`src/rtl/multicycle_control_pkg.sv`:
```
// ---------------------------------------------------------------------------
// cpu_ctrl_pkg
// Shared definitions for the multi-cycle MIPS-subset controller:
//   - state_t     : FSM state encoding (also exported on state_dbg)
//   - OP_*        : supported IR[31:26] opcodes
//   - ALUOP_*, SRCB_*, PCSRC_* : datapath mux / ALU control encodings
//   - ctrl_word_t : the full control word driven toward the datapath
// ---------------------------------------------------------------------------
package cpu_ctrl_pkg;

    typedef enum logic [3:0] {
        S_FETCH   = 4'd0,
        S_DECODE  = 4'd1,
        S_MEMADR  = 4'd2,
        S_MEMRD   = 4'd3,
        S_MEMWB   = 4'd4,
        S_MEMWR   = 4'd5,
        S_EXEC    = 4'd6,
        S_RWB     = 4'd7,
        S_BRANCH  = 4'd8,
        S_JUMP    = 4'd9,
        S_ADDIEX  = 4'd10,
        S_ADDIWB  = 4'd11,
        S_ILLEGAL = 4'd12
    } state_t;

    localparam logic [5:0] OP_RTYPE = 6'b000000;
    localparam logic [5:0] OP_LW    = 6'b100011;
    localparam logic [5:0] OP_SW    = 6'b101011;
    localparam logic [5:0] OP_BEQ   = 6'b000100;
    localparam logic [5:0] OP_J     = 6'b000010;
    localparam logic [5:0] OP_ADDI  = 6'b001000;

    localparam logic [1:0] ALUOP_ADD   = 2'd0;
    localparam logic [1:0] ALUOP_SUB   = 2'd1;
    localparam logic [1:0] ALUOP_FUNCT = 2'd2;

    localparam logic [1:0] SRCB_B       = 2'd0;
    localparam logic [1:0] SRCB_FOUR    = 2'd1;
    localparam logic [1:0] SRCB_IMM     = 2'd2;
    localparam logic [1:0] SRCB_IMM_SH2 = 2'd3;

    localparam logic [1:0] PCSRC_ALU    = 2'd0;
    localparam logic [1:0] PCSRC_ALUOUT = 2'd1;
    localparam logic [1:0] PCSRC_JUMP   = 2'd2;

    typedef struct packed {
        logic       pc_write;
        logic       pc_write_cond;
        logic       iord;
        logic       mem_read;
        logic       mem_write;
        logic       ir_write;
        logic       mem_to_reg;
        logic       reg_dst;
        logic       reg_write;
        logic       alu_src_a;
        logic [1:0] alu_src_b;
        logic [1:0] alu_op;
        logic [1:0] pc_source;
        logic       illegal;
    } ctrl_word_t;

endpackage

```
`src/rtl/multicycle_control_if.sv`:
```
// ---------------------------------------------------------------------------
// multicycle_control_if
// Bundle between the controller and the datapath.
//   Datapath -> controller : opcode (IR[31:26]), mem_ready
//   Controller -> datapath : all mux selects, write enables and the
//                            one-cycle illegal-opcode pulse
// Handshake: mem_ready is a completion strobe for whatever access the
// controller is currently requesting (MemRead or MemWrite). The request is
// held stable until the cycle mem_ready=1 is seen; that cycle completes it.
// Modports: master = controller, slave = datapath.
// ---------------------------------------------------------------------------
interface multicycle_control_if;

    logic [5:0] opcode;
    logic       mem_ready;

    logic       PCWrite;
    logic       PCWriteCond;
    logic       IorD;
    logic       MemRead;
    logic       MemWrite;
    logic       IRWrite;
    logic       MemtoReg;
    logic       RegDst;
    logic       RegWrite;
    logic       ALUSrcA;
    logic [1:0] ALUSrcB;
    logic [1:0] ALUOp;
    logic [1:0] PCSource;
    logic       illegal;

    modport master (
        input  opcode, mem_ready,
        output PCWrite, PCWriteCond, IorD, MemRead, MemWrite, IRWrite,
               MemtoReg, RegDst, RegWrite, ALUSrcA, ALUSrcB, ALUOp,
               PCSource, illegal
    );

    modport slave (
        output opcode, mem_ready,
        input  PCWrite, PCWriteCond, IorD, MemRead, MemWrite, IRWrite,
               MemtoReg, RegDst, RegWrite, ALUSrcA, ALUSrcB, ALUOp,
               PCSource, illegal
    );

endinterface

```
`src/rtl/multicycle_control_decode.sv`:
```
// ---------------------------------------------------------------------------
// ctrl_out_decode
// Combinational state -> control-word decode.
//   rst       : when 1, every control output is forced to 0
//   state     : current FSM state (registered)
//   mem_ready : gates IRWrite/PCWrite in FETCH only
//   ctrl      : control word toward the datapath
// Everything except the FETCH enables is a pure function of state, so the
// control word never depends on opcode directly.
// ---------------------------------------------------------------------------
module ctrl_out_decode
    import cpu_ctrl_pkg::*;
(
    input  logic       rst,
    input  state_t     state,
    input  logic       mem_ready,
    output ctrl_word_t ctrl
);

    always_comb begin
        ctrl = '0;
        if (!rst) begin
            case (state)
                S_FETCH: begin
                    ctrl.mem_read  = 1'b1;
                    ctrl.iord      = 1'b0;
                    ctrl.alu_src_a = 1'b0;
                    ctrl.alu_src_b = SRCB_FOUR;
                    ctrl.alu_op    = ALUOP_ADD;
                    ctrl.pc_source = PCSRC_ALU;
                    // PC+4 and IR are captured only on the completing cycle.
                    ctrl.ir_write  = mem_ready;
                    ctrl.pc_write  = mem_ready;
                end
                S_DECODE: begin
                    // Speculative branch target into ALUOut.
                    ctrl.alu_src_a = 1'b0;
                    ctrl.alu_src_b = SRCB_IMM_SH2;
                    ctrl.alu_op    = ALUOP_ADD;
                end
                S_MEMADR: begin
                    ctrl.alu_src_a = 1'b1;
                    ctrl.alu_src_b = SRCB_IMM;
                    ctrl.alu_op    = ALUOP_ADD;
                end
                S_MEMRD: begin
                    ctrl.mem_read = 1'b1;
                    ctrl.iord     = 1'b1;
                end
                S_MEMWB: begin
                    ctrl.reg_write  = 1'b1;
                    ctrl.mem_to_reg = 1'b1;
                    ctrl.reg_dst    = 1'b0;
                end
                S_MEMWR: begin
                    ctrl.mem_write = 1'b1;
                    ctrl.iord      = 1'b1;
                end
                S_EXEC: begin
                    ctrl.alu_src_a = 1'b1;
                    ctrl.alu_src_b = SRCB_B;
                    ctrl.alu_op    = ALUOP_FUNCT;
                end
                S_RWB: begin
                    ctrl.reg_write  = 1'b1;
                    ctrl.reg_dst    = 1'b1;
                    ctrl.mem_to_reg = 1'b0;
                end
                S_BRANCH: begin
                    ctrl.alu_src_a     = 1'b1;
                    ctrl.alu_src_b     = SRCB_B;
                    ctrl.alu_op        = ALUOP_SUB;
                    ctrl.pc_write_cond = 1'b1;
                    ctrl.pc_source     = PCSRC_ALUOUT;
                end
                S_JUMP: begin
                    ctrl.pc_write  = 1'b1;
                    ctrl.pc_source = PCSRC_JUMP;
                end
                S_ADDIEX: begin
                    ctrl.alu_src_a = 1'b1;
                    ctrl.alu_src_b = SRCB_IMM;
                    ctrl.alu_op    = ALUOP_ADD;
                end
                S_ADDIWB: begin
                    ctrl.reg_write  = 1'b1;
                    ctrl.reg_dst    = 1'b0;
                    ctrl.mem_to_reg = 1'b0;
                end
                S_ILLEGAL: begin
                    ctrl.illegal = 1'b1;
                end
                default: begin
                    // Unreachable codes drive nothing.
                end
            endcase
        end
    end

endmodule

```
`src/rtl/multicycle_control.sv`:
```
// ---------------------------------------------------------------------------
// multicycle_control
// Moore sequencer for the multi-cycle MIPS-subset datapath.
//   clk, rst  : rising-edge clock, synchronous active-high reset
//   bus       : controller side of multicycle_control_if (opcode/mem_ready
//               in, control word out)
//   retired   : retired-instruction count, wraps modulo 2^CNT_W
//   state_dbg : current state encoding
// An instruction retires on the edge that leaves its final state; an
// illegal opcode passes through ILLEGAL and does not retire.
// ---------------------------------------------------------------------------
module multicycle_control
    import cpu_ctrl_pkg::*;
#(
    parameter int CNT_W = 32
) (
    input  logic                  clk,
    input  logic                  rst,
    multicycle_control_if.master  bus,
    output logic [CNT_W-1:0]      retired,
    output logic [3:0]            state_dbg
);

    state_t             state_q, state_d;
    logic [CNT_W-1:0]   retired_q, retired_d;
    logic               retire;
    ctrl_word_t         ctrl;

    always_ff @(posedge clk) begin
        if (rst) begin
            state_q   <= S_FETCH;
            retired_q <= '0;
        end else begin
            state_q   <= state_d;
            retired_q <= retired_d;
        end
    end

    always_comb begin
        state_d = state_q;
        retire  = 1'b0;
        case (state_q)
            S_FETCH: begin
                if (bus.mem_ready) state_d = S_DECODE;
            end
            S_DECODE: begin
                case (bus.opcode)
                    OP_RTYPE:     state_d = S_EXEC;
                    OP_LW, OP_SW: state_d = S_MEMADR;
                    OP_BEQ:       state_d = S_BRANCH;
                    OP_J:         state_d = S_JUMP;
                    OP_ADDI:      state_d = S_ADDIEX;
                    default:      state_d = S_ILLEGAL;
                endcase
            end
            // Only lw/sw can reach MEMADR, so anything not lw is sw.
            S_MEMADR: state_d = (bus.opcode == OP_LW) ? S_MEMRD : S_MEMWR;
            S_MEMRD: begin
                if (bus.mem_ready) state_d = S_MEMWB;
            end
            S_MEMWR: begin
                if (bus.mem_ready) begin
                    state_d = S_FETCH;
                    retire  = 1'b1;
                end
            end
            S_EXEC:   state_d = S_RWB;
            S_ADDIEX: state_d = S_ADDIWB;
            S_MEMWB, S_RWB, S_BRANCH, S_JUMP, S_ADDIWB: begin
                state_d = S_FETCH;
                retire  = 1'b1;
            end
            S_ILLEGAL: state_d = S_FETCH;
            default:   state_d = S_FETCH;
        endcase
        retired_d = retired_q + CNT_W'(retire);
    end

    ctrl_out_decode u_decode (
        .rst       (rst),
        .state     (state_q),
        .mem_ready (bus.mem_ready),
        .ctrl      (ctrl)
    );

    assign bus.PCWrite     = ctrl.pc_write;
    assign bus.PCWriteCond = ctrl.pc_write_cond;
    assign bus.IorD        = ctrl.iord;
    assign bus.MemRead     = ctrl.mem_read;
    assign bus.MemWrite    = ctrl.mem_write;
    assign bus.IRWrite     = ctrl.ir_write;
    assign bus.MemtoReg    = ctrl.mem_to_reg;
    assign bus.RegDst      = ctrl.reg_dst;
    assign bus.RegWrite    = ctrl.reg_write;
    assign bus.ALUSrcA     = ctrl.alu_src_a;
    assign bus.ALUSrcB     = ctrl.alu_src_b;
    assign bus.ALUOp       = ctrl.alu_op;
    assign bus.PCSource    = ctrl.pc_source;
    assign bus.illegal     = ctrl.illegal;

    assign retired   = retired_q;
    assign state_dbg = state_q;

endmodule

```
`src/flat_wrapper.sv`:
```
// flat-port wrapper written by rule: the top's interface ports become plain ports
module multicycle_control_flat import cpu_ctrl_pkg::*;
#(
    parameter int CNT_W = 32
)
  (clk, rst, retired, state_dbg, bus_opcode, bus_mem_ready, bus_PCWrite, bus_PCWriteCond, bus_IorD, bus_MemRead, bus_MemWrite, bus_IRWrite, bus_MemtoReg, bus_RegDst, bus_RegWrite, bus_ALUSrcA, bus_ALUSrcB, bus_ALUOp, bus_PCSource, bus_illegal);
  multicycle_control_if bus_i ();
  input  logic clk;
  input  logic rst;
  output logic [CNT_W-1:0] retired;
  output logic [3:0] state_dbg;
  input wire logic [$bits(bus_i.opcode)-1:0] bus_opcode;
  input wire logic [$bits(bus_i.mem_ready)-1:0] bus_mem_ready;
  output wire logic [$bits(bus_i.PCWrite)-1:0] bus_PCWrite;
  output wire logic [$bits(bus_i.PCWriteCond)-1:0] bus_PCWriteCond;
  output wire logic [$bits(bus_i.IorD)-1:0] bus_IorD;
  output wire logic [$bits(bus_i.MemRead)-1:0] bus_MemRead;
  output wire logic [$bits(bus_i.MemWrite)-1:0] bus_MemWrite;
  output wire logic [$bits(bus_i.IRWrite)-1:0] bus_IRWrite;
  output wire logic [$bits(bus_i.MemtoReg)-1:0] bus_MemtoReg;
  output wire logic [$bits(bus_i.RegDst)-1:0] bus_RegDst;
  output wire logic [$bits(bus_i.RegWrite)-1:0] bus_RegWrite;
  output wire logic [$bits(bus_i.ALUSrcA)-1:0] bus_ALUSrcA;
  output wire logic [$bits(bus_i.ALUSrcB)-1:0] bus_ALUSrcB;
  output wire logic [$bits(bus_i.ALUOp)-1:0] bus_ALUOp;
  output wire logic [$bits(bus_i.PCSource)-1:0] bus_PCSource;
  output wire logic [$bits(bus_i.illegal)-1:0] bus_illegal;
  assign bus_i.opcode = bus_opcode;
  assign bus_i.mem_ready = bus_mem_ready;
  assign bus_PCWrite = bus_i.PCWrite;
  assign bus_PCWriteCond = bus_i.PCWriteCond;
  assign bus_IorD = bus_i.IorD;
  assign bus_MemRead = bus_i.MemRead;
  assign bus_MemWrite = bus_i.MemWrite;
  assign bus_IRWrite = bus_i.IRWrite;
  assign bus_MemtoReg = bus_i.MemtoReg;
  assign bus_RegDst = bus_i.RegDst;
  assign bus_RegWrite = bus_i.RegWrite;
  assign bus_ALUSrcA = bus_i.ALUSrcA;
  assign bus_ALUSrcB = bus_i.ALUSrcB;
  assign bus_ALUOp = bus_i.ALUOp;
  assign bus_PCSource = bus_i.PCSource;
  assign bus_illegal = bus_i.illegal;
  multicycle_control #(.CNT_W(CNT_W)) u_core (.clk(clk), .rst(rst), .bus(bus_i), .retired(retired), .state_dbg(state_dbg));
endmodule
```
`config.mk`:
```
export PLATFORM = sky130hd
export DESIGN_NAME = multicycle_control_flat
export DESIGN_NICKNAME = d
export VERILOG_FILES = /design/src/rtl/multicycle_control_pkg.sv /design/src/rtl/multicycle_control_if.sv /design/src/rtl/multicycle_control_decode.sv /design/src/rtl/multicycle_control.sv /design/src/flat_wrapper.sv
export SDC_FILE = /design/constraint.sdc
export NUM_CORES = 1
export LEC_CHECK = 0
export ABC_AREA = 0
export CAP_MARGIN = 30
export CORE_MARGIN = 4
export CORE_UTILIZATION = 50
export DETAILED_ROUTE_END_ITERATION = 8
export PLACE_DENSITY = 0.85
export SYNTH_ARGS = -nofsm -noshare
export SYNTH_HDL_FRONTEND = slang
export SYNTH_SLANG_ARGS = --single-unit
```
`constraint.sdc`:
```
create_clock -name clk -period 6.01 [get_ports clk]
set_clock_uncertainty 0.15 [all_clocks]
set_input_delay 1.202 -clock clk [delete_from_list [all_inputs] [get_ports clk]]
set_output_delay 1.202 -clock clk [all_outputs]
set_load 0.02 [all_outputs]
```
==> key figures <==
Synthesis
  – Ys async rst share: 0%
  – Net Count, Synth: 257
  – Post-synth top area share: 35.6%
  – Most common library cells after synthesis: 36 x dfxtp_1, 23 x nor2_1, 18 x a21oi_1
  – Synthesized instance count: 246
  – Top FF cell, synth: dfxtp_1
  – Largest family of logic cells by synthesized area: simple AND/OR/NAND/NOR gates
  – Mux contribution to synthesized area: 2.23%
  – Sequential share of the synthesized area: 35.6%
  – Yosys reg bits: 36
  – Xor/xnor share of the synthesized area: 5.63%
  – Compound-cell area share of the yosys netlist: 16.5%
  – Simple-gate share of the synthesized area: 32.6%
  – Netlist Area Pre-Place: 0.00202 sq mm
  – Average size of a mapped cell: 8.22 sq um
  – Post-Synth Adder-Cell Area: 1.24%
  – Cell taking the most area after synthesis: dfxtp_1
  – Most frequent cell after synthesis: dfxtp_1
  – Number of distinct library cells after synthesis: 49
  – Yosys Warn Count: 0
  – Synth area leaders: dfxtp_1 36%, a21oi_1 4.5%, xor2_1 4.3%
  – Number of synthesized flops with an enable pin: 0

Timing
  – Final setup viols: 0
  – Fmax: 226 MHz
  – Final worst-path cycle share: 73.5%
  – Least-Margin Pin Slew: 0.642 ns
  – TNS Setup: 0 ns
  – Final Hold Fails: 0
  – Final Critical Period: 4.42 ns
  – Rel. slew slack: 57.1%
  – RSZ-0062 raised after global routing: false
  – Slew Viols, Final: 0

Critical path
  – Most used cell, CP: clkdlybuf4s50_1
  – Crit-path cells: clkdlybuf4s50_1, buf_4, nor3_1, or2_2, clkdlybuf4s50_1
  – Crit path DAT: 3.07 ns
  – Delay of the slowest critical-path stage: 0.54 ns
  – Setup CP Type: input port to output pin
  – Worst-path fanout max: 50
  – WP buf/inv: 3
  – CP required: 4.66 ns
  – Endpoint type of the worst setup path: output pin
  – CP max-delay cell: clkdlybuf4s50_1
  – Crit start category: input port
  – Largest delay contributor family on the critical path: buffers and inverters

Power
  – PD cells: 174 mW/mm^2
  – Leakage: 0.877 nW
  – Max rail drop VDD: 0.0819 mV
  – Total power: 0.468 mW

Drt
  – Iter 0 DRT Violations: 135
  – Via Count: 2017
  – Vias/cell: 5.83
  – Drt wl/cell: 14.0 microns
  – Antenna viol nets, final: 0
  – Overall routed net length: 4.83 mm
  – DRC viols: 0
  – DR pass1 iterations: 4

CTS
  – Clk buf depth: 2
  – Clk_lat worst skew: 0.28 ns
  – Htree depth: 2
  – CTS tree: done
  – Reg clk slew, reported paths: 0.07 ns
  – Post-CTS Setup Inserts: 0
  – Cts bufs inserted: 5
  – Post-CTS Hold Buffers: 0
  – Post-CTS Resized: 0
  – Clock Sinks: 36
  – Clock root cell: clkbuf_8

Die
  – Rows: 22
  – Die Y: 71.6 microns
  – IO Pins: 62
  – Initial Util: 53.6%
  – Core area: 0.00377 sq mm
  – Die Wd: 71.6 microns
  – Die area: 0.00513 sq mm

Job
  – Max cap viols: 0

Cells and area
  – Area grow syn2layout: 32.8%
  – Layout Nets: 308
  – Ratio of cells with drive above 1 in the final layout: 7.05%
  – N_diodes: 0
  – Non-filler cells, final: 346
  – Final core utilization: 71.3%

GRT
  – Initial antenna violation count: 0
  – GRT overflow: 0
  – GRT Total Usage: 19.3%
  – Global-route wire length before repair: 8.10 mm
  – Via count of the first global-routing pass: 1860
  – Largest net degree at the start of global routing: 51

Place
  – HPWL after DPL: 3.46 mm
  – I/O Buffers: 61
  – GPL Wtd Cong: 0.885
  – # placed instances: 338

Hold path
  – Worst Hold Class: register to register

Status
  – Status: complete, no violations
## worst min-delay path, stage by stage, from the launching register on
cell and delay, ns:
dfxtp_1 0.33, o31ai_1 0.07, a21oi_1 0.05
## per-layer routing
| layer | routed length (microns) | part of all wire (%) | track usage, % |
|---|---|---|---|
| met5 | 0 | 0 | 0 |
| met4 | 34 | 0.70 | 7.93 |
| met3 | 329 | 6.8 | 5.61 |
| met2 | 2340 | 48 | 30.5 |
| met1 | 2130 | 44 | 24.5 |
## state kept, by name, indices dropped and copies added, names as in the netlist
signal            cells
u_core.state_dbg      4
u_core.retired       32
## power breakdown
group	switching [mW]	internal, mW	total (mW)
Combinational	0.0273	0.0236	0.0510
Clock	0.0814	0.0914	0.173
Sequential	0.00401	0.240	0.244
Total	0.113	0.355	0.468
## final timing paths
check	slack [ns]	endpoint	from	cells after the start
setup / recovery	1.59	bus_PCWrite	rst	5
hold / removal	0.34	u_core.retired[27]	u_core.retired[27]	2
setup reg to reg	2.66	u_core.retired[19]	u_core.state_dbg[1]	8
hold reg to reg	0.34	u_core.retired[27]	u_core.retired[27]	2
## kinds of logic after synthesis
kind of cell,after synthesis
adders and majority gates,2
buffers and inverters,23
xor gates and xnor gates,13
and+or+nand+nor,116
AOI/OAI and AO/OA,52
muxes,4
DFF,36
## cell type report
| cell class | count | area (sq um) |
|---|---|---|
| clock buffers | 6 | 82.6 |
| clock inverters | 2 | 10.0 |
| fillers | 318 | 1080 |
| inverters | 5 | 18.8 |
| multi-input cells | 187 | 1180 |
| flip-flops and latches | 36 | 721 |
| well taps | 48 | 60.1 |
| repair buffers | 62 | 618 |
## layout by cell type, fill, tap and decap left out, types with 2 or more instances in the layout
master	instances
mux2_2	4
nor2b_1	11
or4_1	11
nand4_1	6
nand2_1	14
nor4b_1	2
or3_1	6
o21ai_0	9
clkbuf_8	6
nor4_1	4
nand3_1	12
o311ai_0	2
and4_1	3
xnor2_1	3
dfxtp_1	36
xor2_1	10
o31ai_1	11
inv_1	5
ha_1	2
nor2_1	23
clkinv_2	2
a21oi_1	18
nor3_1	8
nand2b_1	4
clkdlybuf4s50_1	61
and2_1	2
## stage by stage
stage	setup WS, ns	hold slack [ns]	cell area (sq um)
4_1_cts	1.59	0.346	2690
6_report	1.59	0.342	2690
5_1_grt	1.48	0.375	2690
3_3_place_gp	1.60	0.324	2590
2_1_floorplan	2.35	0.409	2020
3_5_place_dp	1.60	0.337	2590
Power figures use the tool's default switching activity.
